===== config.mk =====
export PLATFORM = sky130hd
export DESIGN_NAME = fetch_unit
export DESIGN_NICKNAME = d
export VERILOG_FILES = /design/src/rtl/fetch_pkg.sv /design/src/rtl/fetch_fifo.sv /design/src/rtl/fetch_unit.sv
export SDC_FILE = /design/constraint.sdc
export NUM_CORES = 1
export LEC_CHECK = 0
export BUFFER_PORTS_ARGS = -buffer_cell sky130_fd_sc_hd__buf_2
export CAP_MARGIN = 20
export CORE_ASPECT_RATIO = 1.75
export CORE_UTILIZATION = 52
export CTS_BUF_LIST = sky130_fd_sc_hd__clkbuf_4
export CTS_CLUSTER_DIAMETER = 120
export DETAILED_ROUTE_END_ITERATION = 12
export GPL_TIMING_DRIVEN = 0
export PLACE_DENSITY_LB_ADDON = 0.25
export SLEW_MARGIN = 15
export SYNTH_ARGS = -nofsm -noshare
export SYNTH_HDL_FRONTEND = slang
export SYNTH_SLANG_ARGS = --single-unit

===== constraint.sdc =====
create_clock -name clk -period 7.3 [get_ports clk]
set_input_delay 1.095 -clock clk [delete_from_list [all_inputs] [get_ports clk]]
set_output_delay 1.095 -clock clk [all_outputs]
set_load 0.02 [all_outputs]

===== src/rtl/fetch_pkg.sv =====
// Shared definitions for the instruction fetch unit.
//   - redir_mode_e : encodings of the redirect target computation
//   - INSTR_W      : instruction word width
//   - PC_STEP      : byte increment between sequential fetches
package fetch_pkg;

    localparam int INSTR_W = 32;
    localparam int PC_STEP = 4;

    typedef enum logic [1:0] {
        BRANCH = 2'd0,  // pc + 4 + sext(imm16) << 2
        JUMP   = 2'd1,  // {(pc + 4)[top:28], imm26, 2'b00}
        JR     = 2'd2,  // register target
        RSVD   = 2'd3   // reserved, redirect ignored
    } redir_mode_e;

endpackage


===== src/rtl/fetch_fifo.sv =====
// Small output queue between the instruction memory and decode.
//   clk        : clock, all state on rising edge
//   rst        : asynchronous active-low reset
//   flush      : synchronous clear; a push in the same cycle is dropped
//   push/push_data : write one entry (ignored when full)
//   pop        : remove the head entry (ignored when empty)
//   head_data  : current head entry, valid while !empty
//   empty      : queue holds no entries
//   count      : number of entries held (0..DEPTH)
module fetch_fifo
    import fetch_pkg::*;
#(
    parameter int DEPTH  = 2,
    parameter int DATA_W = 64
) (
    input  logic                     clk,
    input  logic                     rst,
    input  logic                     flush,
    input  logic                     push,
    input  logic [DATA_W-1:0]        push_data,
    input  logic                     pop,
    output logic [DATA_W-1:0]        head_data,
    output logic                     empty,
    output logic [$clog2(DEPTH):0]   count
);

    localparam int AW = $clog2(DEPTH);
    localparam int CW = AW + 1;

    logic [DATA_W-1:0] mem [DEPTH];
    logic [AW-1:0]     wr_ptr_reg;
    logic [AW-1:0]     rd_ptr_reg;
    logic [CW-1:0]     count_reg;
    logic [CW-1:0]     count_next;
    logic              full;
    logic              do_push;
    logic              do_pop;

    assign full    = (count_reg == CW'(DEPTH));
    assign empty   = (count_reg == '0);
    assign do_push = push && !full && !flush;
    assign do_pop  = pop && !empty;

    always_comb begin
        count_next = count_reg;
        if (do_push && !do_pop) begin
            count_next = count_reg + 1'b1;
        end else if (!do_push && do_pop) begin
            count_next = count_reg - 1'b1;
        end
    end

    // Pointers wrap naturally because DEPTH is a power of two.
    always_ff @(posedge clk or negedge rst) begin
        if (!rst) begin
            wr_ptr_reg <= '0;
            rd_ptr_reg <= '0;
            count_reg  <= '0;
        end else if (flush) begin
            wr_ptr_reg <= '0;
            rd_ptr_reg <= '0;
            count_reg  <= '0;
        end else begin
            if (do_push) begin
                wr_ptr_reg <= wr_ptr_reg + 1'b1;
            end
            if (do_pop) begin
                rd_ptr_reg <= rd_ptr_reg + 1'b1;
            end
            count_reg <= count_next;
        end
    end

    // Storage carries no reset; only the pointers define validity.
    always_ff @(posedge clk) begin
        if (do_push) begin
            mem[wr_ptr_reg] <= push_data;
        end
    end

    assign head_data = mem[rd_ptr_reg];
    assign count     = count_reg;

endmodule


===== src/rtl/fetch_unit.sv =====
// Instruction fetch unit: issues sequential fetch requests, collects in-order
// responses into a small queue, and handles branch/jump/register redirects by
// flushing the queue and discarding responses of stale requests.
//   clk, rst                       : clock, asynchronous active-low reset
//   imem_req_valid/addr/ready      : fetch request handshake
//   imem_rsp_valid/data            : in-order response, no backpressure
//   redir_valid/mode/pc/imm/reg    : redirect request and target operands
//   out_valid/ready/pc/instr       : instruction handshake towards decode
//   misalign                       : one-cycle pulse on misaligned redirect
module fetch_unit
    import fetch_pkg::*;
#(
    parameter int                ADDR_W   = 32,
    parameter logic [ADDR_W-1:0] RESET_PC = '0,
    parameter int                DEPTH    = 2
) (
    input  logic                clk,
    input  logic                rst,
    output logic                imem_req_valid,
    output logic [ADDR_W-1:0]   imem_req_addr,
    input  logic                imem_req_ready,
    input  logic                imem_rsp_valid,
    input  logic [INSTR_W-1:0]  imem_rsp_data,
    input  logic                redir_valid,
    input  logic [1:0]          redir_mode,
    input  logic [ADDR_W-1:0]   redir_pc,
    input  logic [25:0]         redir_imm,
    input  logic [ADDR_W-1:0]   redir_reg,
    output logic                out_valid,
    input  logic                out_ready,
    output logic [ADDR_W-1:0]   out_pc,
    output logic [INSTR_W-1:0]  out_instr,
    output logic                misalign
);

    localparam int CW     = $clog2(DEPTH) + 1;
    localparam int DATA_W = ADDR_W + INSTR_W;

    logic [ADDR_W-1:0] fetch_pc_reg;
    logic [ADDR_W-1:0] fetch_pc_next;
    logic [ADDR_W-1:0] rsp_pc_reg;      // PC belonging to the next kept response
    logic [ADDR_W-1:0] rsp_pc_next;
    logic [CW-1:0]     inflight_reg;    // all requests awaiting a response
    logic [CW-1:0]     inflight_next;
    logic [CW-1:0]     discard_reg;     // oldest in-flight responses to drop
    logic [CW-1:0]     discard_next;
    logic              misalign_reg;

    logic [ADDR_W-1:0] pc_plus4;
    logic [ADDR_W-1:0] branch_off;
    logic [ADDR_W-1:0] target;
    logic [ADDR_W-1:0] target_aligned;
    logic              redir_take;
    logic              req_fire;
    logic              rsp_counted;
    logic              rsp_push;
    logic              out_fire;
    logic [CW:0]       occupancy;

    logic [CW-1:0]     q_count;
    logic              q_empty;
    logic [DATA_W-1:0] q_head;

    // ---------------- redirect target ----------------
    assign pc_plus4   = redir_pc + ADDR_W'(PC_STEP);
    assign branch_off = {{(ADDR_W-18){redir_imm[15]}}, redir_imm[15:0], 2'b00};

    always_comb begin
        target = redir_reg;
        case (redir_mode)
            BRANCH:  target = pc_plus4 + branch_off;
            JUMP:    target = {pc_plus4[ADDR_W-1:28], redir_imm, 2'b00};
            JR:      target = redir_reg;
            default: target = redir_reg;
        endcase
    end

    assign target_aligned = {target[ADDR_W-1:2], 2'b00};
    assign redir_take     = redir_valid && (redir_mode != RSVD);

    // ---------------- request side ----------------
    // Stale (to-be-discarded) requests still count towards occupancy so the
    // number in flight never exceeds DEPTH and the counters cannot overflow.
    assign occupancy      = {1'b0, q_count} + {1'b0, inflight_reg};
    assign imem_req_valid = rst && !redir_valid && (occupancy < (CW+1)'(DEPTH));
    assign imem_req_addr  = fetch_pc_reg;
    assign req_fire       = imem_req_valid && imem_req_ready;

    // ---------------- response side ----------------
    // A response with nothing in flight belongs to a request abandoned by reset.
    assign rsp_counted = imem_rsp_valid && (inflight_reg != '0);
    assign rsp_push    = rsp_counted && (discard_reg == '0) && !redir_take;
    assign out_fire    = out_valid && out_ready;

    always_comb begin
        inflight_next = inflight_reg + CW'(req_fire) - CW'(rsp_counted);

        discard_next = discard_reg;
        if (redir_take) begin
            // Everything still in flight after this edge predates the redirect.
            discard_next = inflight_next;
        end else if (rsp_counted && (discard_reg != '0)) begin
            discard_next = discard_reg - 1'b1;
        end

        fetch_pc_next = fetch_pc_reg;
        if (redir_take) begin
            fetch_pc_next = target_aligned;
        end else if (req_fire) begin
            fetch_pc_next = fetch_pc_reg + ADDR_W'(PC_STEP);
        end

        // Kept responses are for consecutive PCs starting at the last target.
        rsp_pc_next = rsp_pc_reg;
        if (redir_take) begin
            rsp_pc_next = target_aligned;
        end else if (rsp_push) begin
            rsp_pc_next = rsp_pc_reg + ADDR_W'(PC_STEP);
        end
    end

    always_ff @(posedge clk or negedge rst) begin
        if (!rst) begin
            fetch_pc_reg <= RESET_PC;
            rsp_pc_reg   <= RESET_PC;
            inflight_reg <= '0;
            discard_reg  <= '0;
            misalign_reg <= 1'b0;
        end else begin
            fetch_pc_reg <= fetch_pc_next;
            rsp_pc_reg   <= rsp_pc_next;
            inflight_reg <= inflight_next;
            discard_reg  <= discard_next;
            misalign_reg <= redir_take && (target[1:0] != 2'b00);
        end
    end

    assign misalign = misalign_reg;

    // ---------------- output queue ----------------
    fetch_fifo #(
        .DEPTH  (DEPTH),
        .DATA_W (DATA_W)
    ) u_fifo (
        .clk       (clk),
        .rst       (rst),
        .flush     (redir_take),
        .push      (rsp_push),
        .push_data ({rsp_pc_reg, imem_rsp_data}),
        .pop       (out_fire),
        .head_data (q_head),
        .empty     (q_empty),
        .count     (q_count)
    );

    assign out_valid = !q_empty;
    assign out_pc    = q_head[DATA_W-1:INSTR_W];
    assign out_instr = q_head[INSTR_W-1:0];

endmodule


=== After elaboration in Yosys (flattened, before gate mapping) ===
Memories as Yosys holds them, arrays and structs flattened.
Index checks and enable logic that the tools add are counted.

* Memory bits (writable): 128
* Bits in registers: 73
* Output and inout port bits: 99
* Word-level logic and storage cells: 74
* Memories: 1

* Magnitude comparators: 1
* Reduce and logical (&&, ||, !) cells: 33
* Equal/unequal tests: 3
* Multiplexer cells: 16
* Add/sub/neg operators: 12

{| class="wikitable"
|+ Memories
! memory !! depth !! width !! rd ports !! clocked after memory_dff !! wr ports !! line !! RTL
|-
| u_fifo.mem || 2 || 64 || 1 || 0 || 1 || fetch_fifo.sv:30 || <nowiki>logic [DATA_W-1:0] mem [DEPTH];</nowiki>
|}

{| class="wikitable"
|+ Operators with widths
! kind !! number
|-
| 2-to-1 mux 32 bit || 4
|-
| adder 32 x 3 -> 32 bit (second input constant) || 3
|-
| case mux 32 bit (2 select lines) || 1
|-
| adder 32 bit || 1
|-
| nonzero test 2 bit || 8
|-
| logical AND 1 bit || 15
|-
| 2-to-1 mux 2 bit || 5
|-
| logical NOT 1 bit || 6
|-
| logical NOT 2 bit || 3
|-
| 2-to-1 mux 1 bit || 6
|-
| subtractor 2 x 1 -> 2 bit (second input constant) || 2
|-
| adder 2 x 2 -> 3 bit || 1
|-
| less-than comparator 3 x 2 -> 1 bit (second input constant) || 1
|-
| nonzero test 3 bit || 1
|-
| adder 1 bit (second input constant) || 2
|-
| adder 2 x 1 -> 2 bit || 1
|-
| adder 2 x 1 -> 2 bit (second input constant) || 1
|-
| == test 2 x 1 -> 1 bit (second input constant) || 1
|-
| == test 2 bit (second input constant) || 1
|-
| inequality test 2 bit (second input constant) || 1
|-
| subtractor 2 x 1 -> 2 bit || 1
|}

=== Depth between registers and ports, before layout ===
* Depth after elaboration: 11
* Depth in mapped cells: 17
* Depth with buffers taken out: 16

=== By module ===
A second synthesis with hierarchy kept.

* Cell total of the unflattened synthesis: 1082
* Area, all modules: 11462.2 µm²

{| class="wikitable"
|+ By module, submodules not included
! module !! seq. area each (µm²) !! instances !! area an instance (µm²) !! cells each
|-
| fetch_unit || 1626.6 || 1 || 6618.8 || 857
|-
| fetch_fifo || 3943.8 || 1 || 4843.4 || 225
|}

=== Least setup slack after synthesis ===
No wires, ideal clock.

* Kind: input to register
* Start point: in redir_mode[1]
* End point: mem u_fifo.mem[0][0], enable pin
* Required time: 6.665 ns
* Arrival: 7.634 ns
* Buffers on the path: 2
* Setup time: 0.635 ns
* Stages on the path: 5
* Path slack: -0.970 ns
* Cell sequence: nand2_1 > and2_1 > clkbuf_1 > clkbuf_1 > nor4_1

* Longest elaborated chain between the ends: 8

{| class="wikitable"
|+ Ends and longest elaborated chain
! what !! line !! RTL
|-
| start: declaration || fetch_unit.sv:25 || <nowiki>input logic [1:0] redir_mode,</nowiki>
|-
| inequality test 2 bit (*) || fetch_unit.sv:79 || <nowiki>assign redir_take = redir_valid && (redir_mode != RSVD);</nowiki>
|-
| logical AND 1 bit (*) || fetch_unit.sv:79 ||
|-
| logical NOT 1 bit (*) || fetch_fifo.sv:41, fetch_unit.sv:92 ||
|-
| logical AND 1 bit || fetch_unit.sv:92 || <nowiki>assign rsp_push = rsp_counted && (discard_reg == '0) && !redir_take;</nowiki>
|-
| logical AND 1 bit || fetch_fifo.sv:41 || <nowiki>assign do_push = push && !full && !flush;</nowiki>
|-
| logical AND 1 bit (*) || fetch_fifo.sv:41 ||
|-
| 2-to-1 mux 1 bit (*) || fetch_fifo.sv:76 || <nowiki>if (do_push) begin</nowiki>
|-
| 2-to-1 mux 1 bit (not written as such) (*) || fetch_fifo.sv:77 || <nowiki>mem[wr_ptr_reg] <= push_data;</nowiki>
|-
| end: declaration || fetch_fifo.sv:30 ||
|}

Every way passes the cells marked *; elsewhere a longest branch is shown, timed or not.

=== Final worst setup path ===
* Start point: in redir_pc[20]
* End point: reg fetch_pc_reg[30], in the netlist imem_req_addr[30]

* Longest elaborated chain between the ends: 4

{| class="wikitable"
|+ Ends and longest elaborated chain
! what !! line !! RTL
|-
| start: declaration || fetch_unit.sv:26 || <nowiki>input logic [ADDR_W-1:0] redir_pc,</nowiki>
|-
| adder 32 x 3 -> 32 bit (*) || fetch_unit.sv:65 || <nowiki>assign pc_plus4 = redir_pc + ADDR_W'(PC_STEP);</nowiki>
|-
| adder 32 bit || fetch_unit.sv:71 || <nowiki>BRANCH: target = pc_plus4 + branch_off;</nowiki>
|-
| case mux 32 bit (2 select lines) (*) || fetch_unit.sv:70 || <nowiki>case (redir_mode)</nowiki>
|-
| 2-to-1 mux 32 bit (*) || fetch_unit.sv:107 || <nowiki>if (redir_take) begin</nowiki>
|-
| end signal: assignment || fetch_unit.sv:130 || <nowiki>fetch_pc_reg <= fetch_pc_next;</nowiki>
|-
| end: declaration || fetch_unit.sv:39 || <nowiki>logic [ADDR_W-1:0] fetch_pc_reg;</nowiki>
|}

Marks and branches as above.
A chain may end at the register's enable or synchronous reset.

==> flow_summary.json <==
{
  "status": "finished clean",
  "vias": 9358,
  "drc_errors": 0,
  "rsz0062_at_grt": "no",
  "ir_drop_mv": 0.148,
  "cts_tree": "built",
  "areaGrowthSynthToFinish_pct": 17.1,
  "clockBufferDepth": 2,
  "gp_congestion": 0.960,
  "die-width_um": 113,
  "ys_seq_area_share_pct": 48.4,
  "syn_area_um2": 11300,
  "drive_above_1_share_pct": 26.2,
  "finalPower_mw": 3.17,
  "mostFrequentLayoutCell": "buf_2",
  "grt_pass1_vias": 9633,
  "antenna_found_initial": 1,
  "h-tree-depth": 4,
  "yosys-top-cells-area": "edfxtp_1 33%, dfrtp_1 15%, mux2_2 6.4%",
  "worstPathRequired_ns": 7.75,
  "core_um2": 21100,
  "initial_core_util_pct": 53.4,
  "synth_warnings": 0,
  "grt_max_degree": 55,
  "post-route-cell-area_um2": 13200,
  "hp-class": "in -> async",
  "maxCapViolations": 0,
  "finalCritPeriodShare_pct": 62.1,
  "cts_sinks": 193,
  "synth_seq_cells": 193,
  "fp-row-count": 70,
  "synthArstFlopShare_pct": 35.8,
  "cts_root_buf": "clkbuf_4",
  "cts_inserted_buffers": 17,
  "ant_nets": 0,
  "wl_um": 31500,
  "post_cts_resized": 0,
  "synth_edf_count": 124,
  "p_per_area_nw_per_um2": 240,
  "syn_inst": 1068,
  "start_kind": "input pin",
  "end_kind": "flip-flop",
  "hpwl_um": 25500,
  "skew_ns": 0.0283,
  "io_buffer_count": 224,
  "place_area_um2": 12900,
  "arrival_ns": 4.99,
  "cts_setup_buffers": 0,
  "most-common-layout-cells": "226 x buf_2, 124 x edfxtp_1, 97 x nand2_1",
  "largest_reg_flops": 124,
  "yosysTopAreaCell": "edfxtp_1",
  "cts.reportedPaths.clkPinSlew_ns": 0.16,
  "die_h_um": 197,
  "syn_avg_cell_area_um2": 10.5,
  "worstSetupPathType": "in -> reg",
  "relSlewSlack_pct": 41.6,
  "grt-ovfl-total": 0,
  "period_minus_slack_ns": 4.54,
  "synthDistinctLibCells": 66,
  "synth_ff_type": "edfxtp_1",
  "post_drt_via_cell_ratio": 5.76,
  "hold_buffers": 0,
  "leakage_nw": 5.29,
  "dieArea_um2": 22300,
  "synth_top_cell_area_share_pct": 33.1,
  "crit_path_max_fanout": 10,
  "wire_per_inst_um": 19.4,
  "fmax_mhz": 220,
  "setup_violations": 0,
  "drtIter0Drc": 709,
  "finalMaxSlewViolations": 0,
  "track_usage_pct": 28.9,
  "drt-pass1-iter-count": 5,
  "grt_pass1_wl_um": 48900,
  "hold_violations": 0,
  "top_level_ports": 229,
  "tightestPinTransition_ns": 0.867,
  "nets": 1494,
  "clk_latency_ns": 0.58
}
## stage by stage
step	hold WS, ns	setup slack, ns	instances	setup TNS, ns	util (%)
2_1_floorplan	0.440	1.66	1071	0	-
3_3_place_gp	0.455	-0.652	1583	-40.14	60.5
3_5_place_dp	0.465	2.13	1591	0	61.1
4_1_cts	0.331	2.76	1623	0	62.5
5_1_grt	0.317	2.67	1624	0	62.5
6_report	0.350	2.76	1624	0	62.5
## final cells by class
class                           count  area [um^2]
Antenna cell                        1         2.50
Buffer                             50          272
Clock buffer                       18          135
Clock inverter                     14          154
Fill cell                        1865         7920
Inverter                           21         78.8
Multi-Input combinational cell    807         5490
Sequential cell                   193         5450
Tap cell                          288          360
Timing Repair Buffer              232         1240
## power breakdown
| group | total (mW) | internal, mW | switching [mW] |
|---|---|---|---|
| sequential | 1.45 | 1.33 | 0.116 |
| combinational | 1.14 | 0.461 | 0.677 |
| clock | 0.584 | 0.212 | 0.372 |
## synthesized netlist by cell type (8+ instances only)
cell type,number
a211oi_1,15
inv_1,20
dfrtp_1,69
and2_1,12
mux2_2,64
o21ai_1,8
nor3_1,11
nand3_1,39
o21ai_0,50
a21oi_1,67
and4_1,10
nor2b_1,8
nor2_1,77
edfxtp_1,124
a31oi_1,11
ha_1,40
nand2b_1,9
clkbuf_1,30
xnor2_1,43
a21o_1,11
nand2_1,97
xor2_1,53
nand4_1,34
o211ai_1,10
and3_1,32
o21a_1,10
## worst max-delay path, stage by stage
cell      delay, ns
buf_2          0.13
nand4_1        0.27
nor4_1         0.80
and2_1         0.30
xor2_1         0.18
ha_1           0.27
clkbuf_1       0.23
a21oi_1        0.25
o21ai_0        0.21
nand2b_1       0.23
nor4_1         0.31
o21ai_1        0.12
xor2_1         0.15
o221ai_1       0.29
o21ai_1        0.13
## worst paths after layout
check	slack, ns	start	depth (start not counted)	endpoint
max	2.76	redir_pc[20]	15	imem_req_addr[30]
min	0.35	rst	1	imem_req_addr[8]
max reg2reg	4.12	u_fifo.count[0]	12	imem_req_addr[28]
min reg2reg	0.51	rsp_pc_reg[5]	0	u_fifo.mem[0][37]
max in group asynchronous	6.36	rst	2	rsp_pc_reg[30]
min in group clk	0.51	rsp_pc_reg[5]	0	u_fifo.mem[0][37]
## layer usage
metal	GRT usage (%)	wire length, um	up-vias
met5	0	0	-
met4	19.9	1960	0
met3	4.24	1560	107
met2	54.9	17100	342
met1	28.2	10900	4425
li1	-	-	4484
## cell families after synthesis
logic type               Yosys count  synth area share [%]
XOR/XNOR                          96                  7.47
buffers and inverters             71                  3.11
flip-flops                       193                  48.4
adder cells (fa/ha/maj)           42                  4.80
AO/OA/AOI/OAI                    239                  13.5
multiplexers                      69                  6.84
other                              1                0.0333
AND/OR/NAND/NOR                  357                  15.9
(Power assumes the default switching activity.)
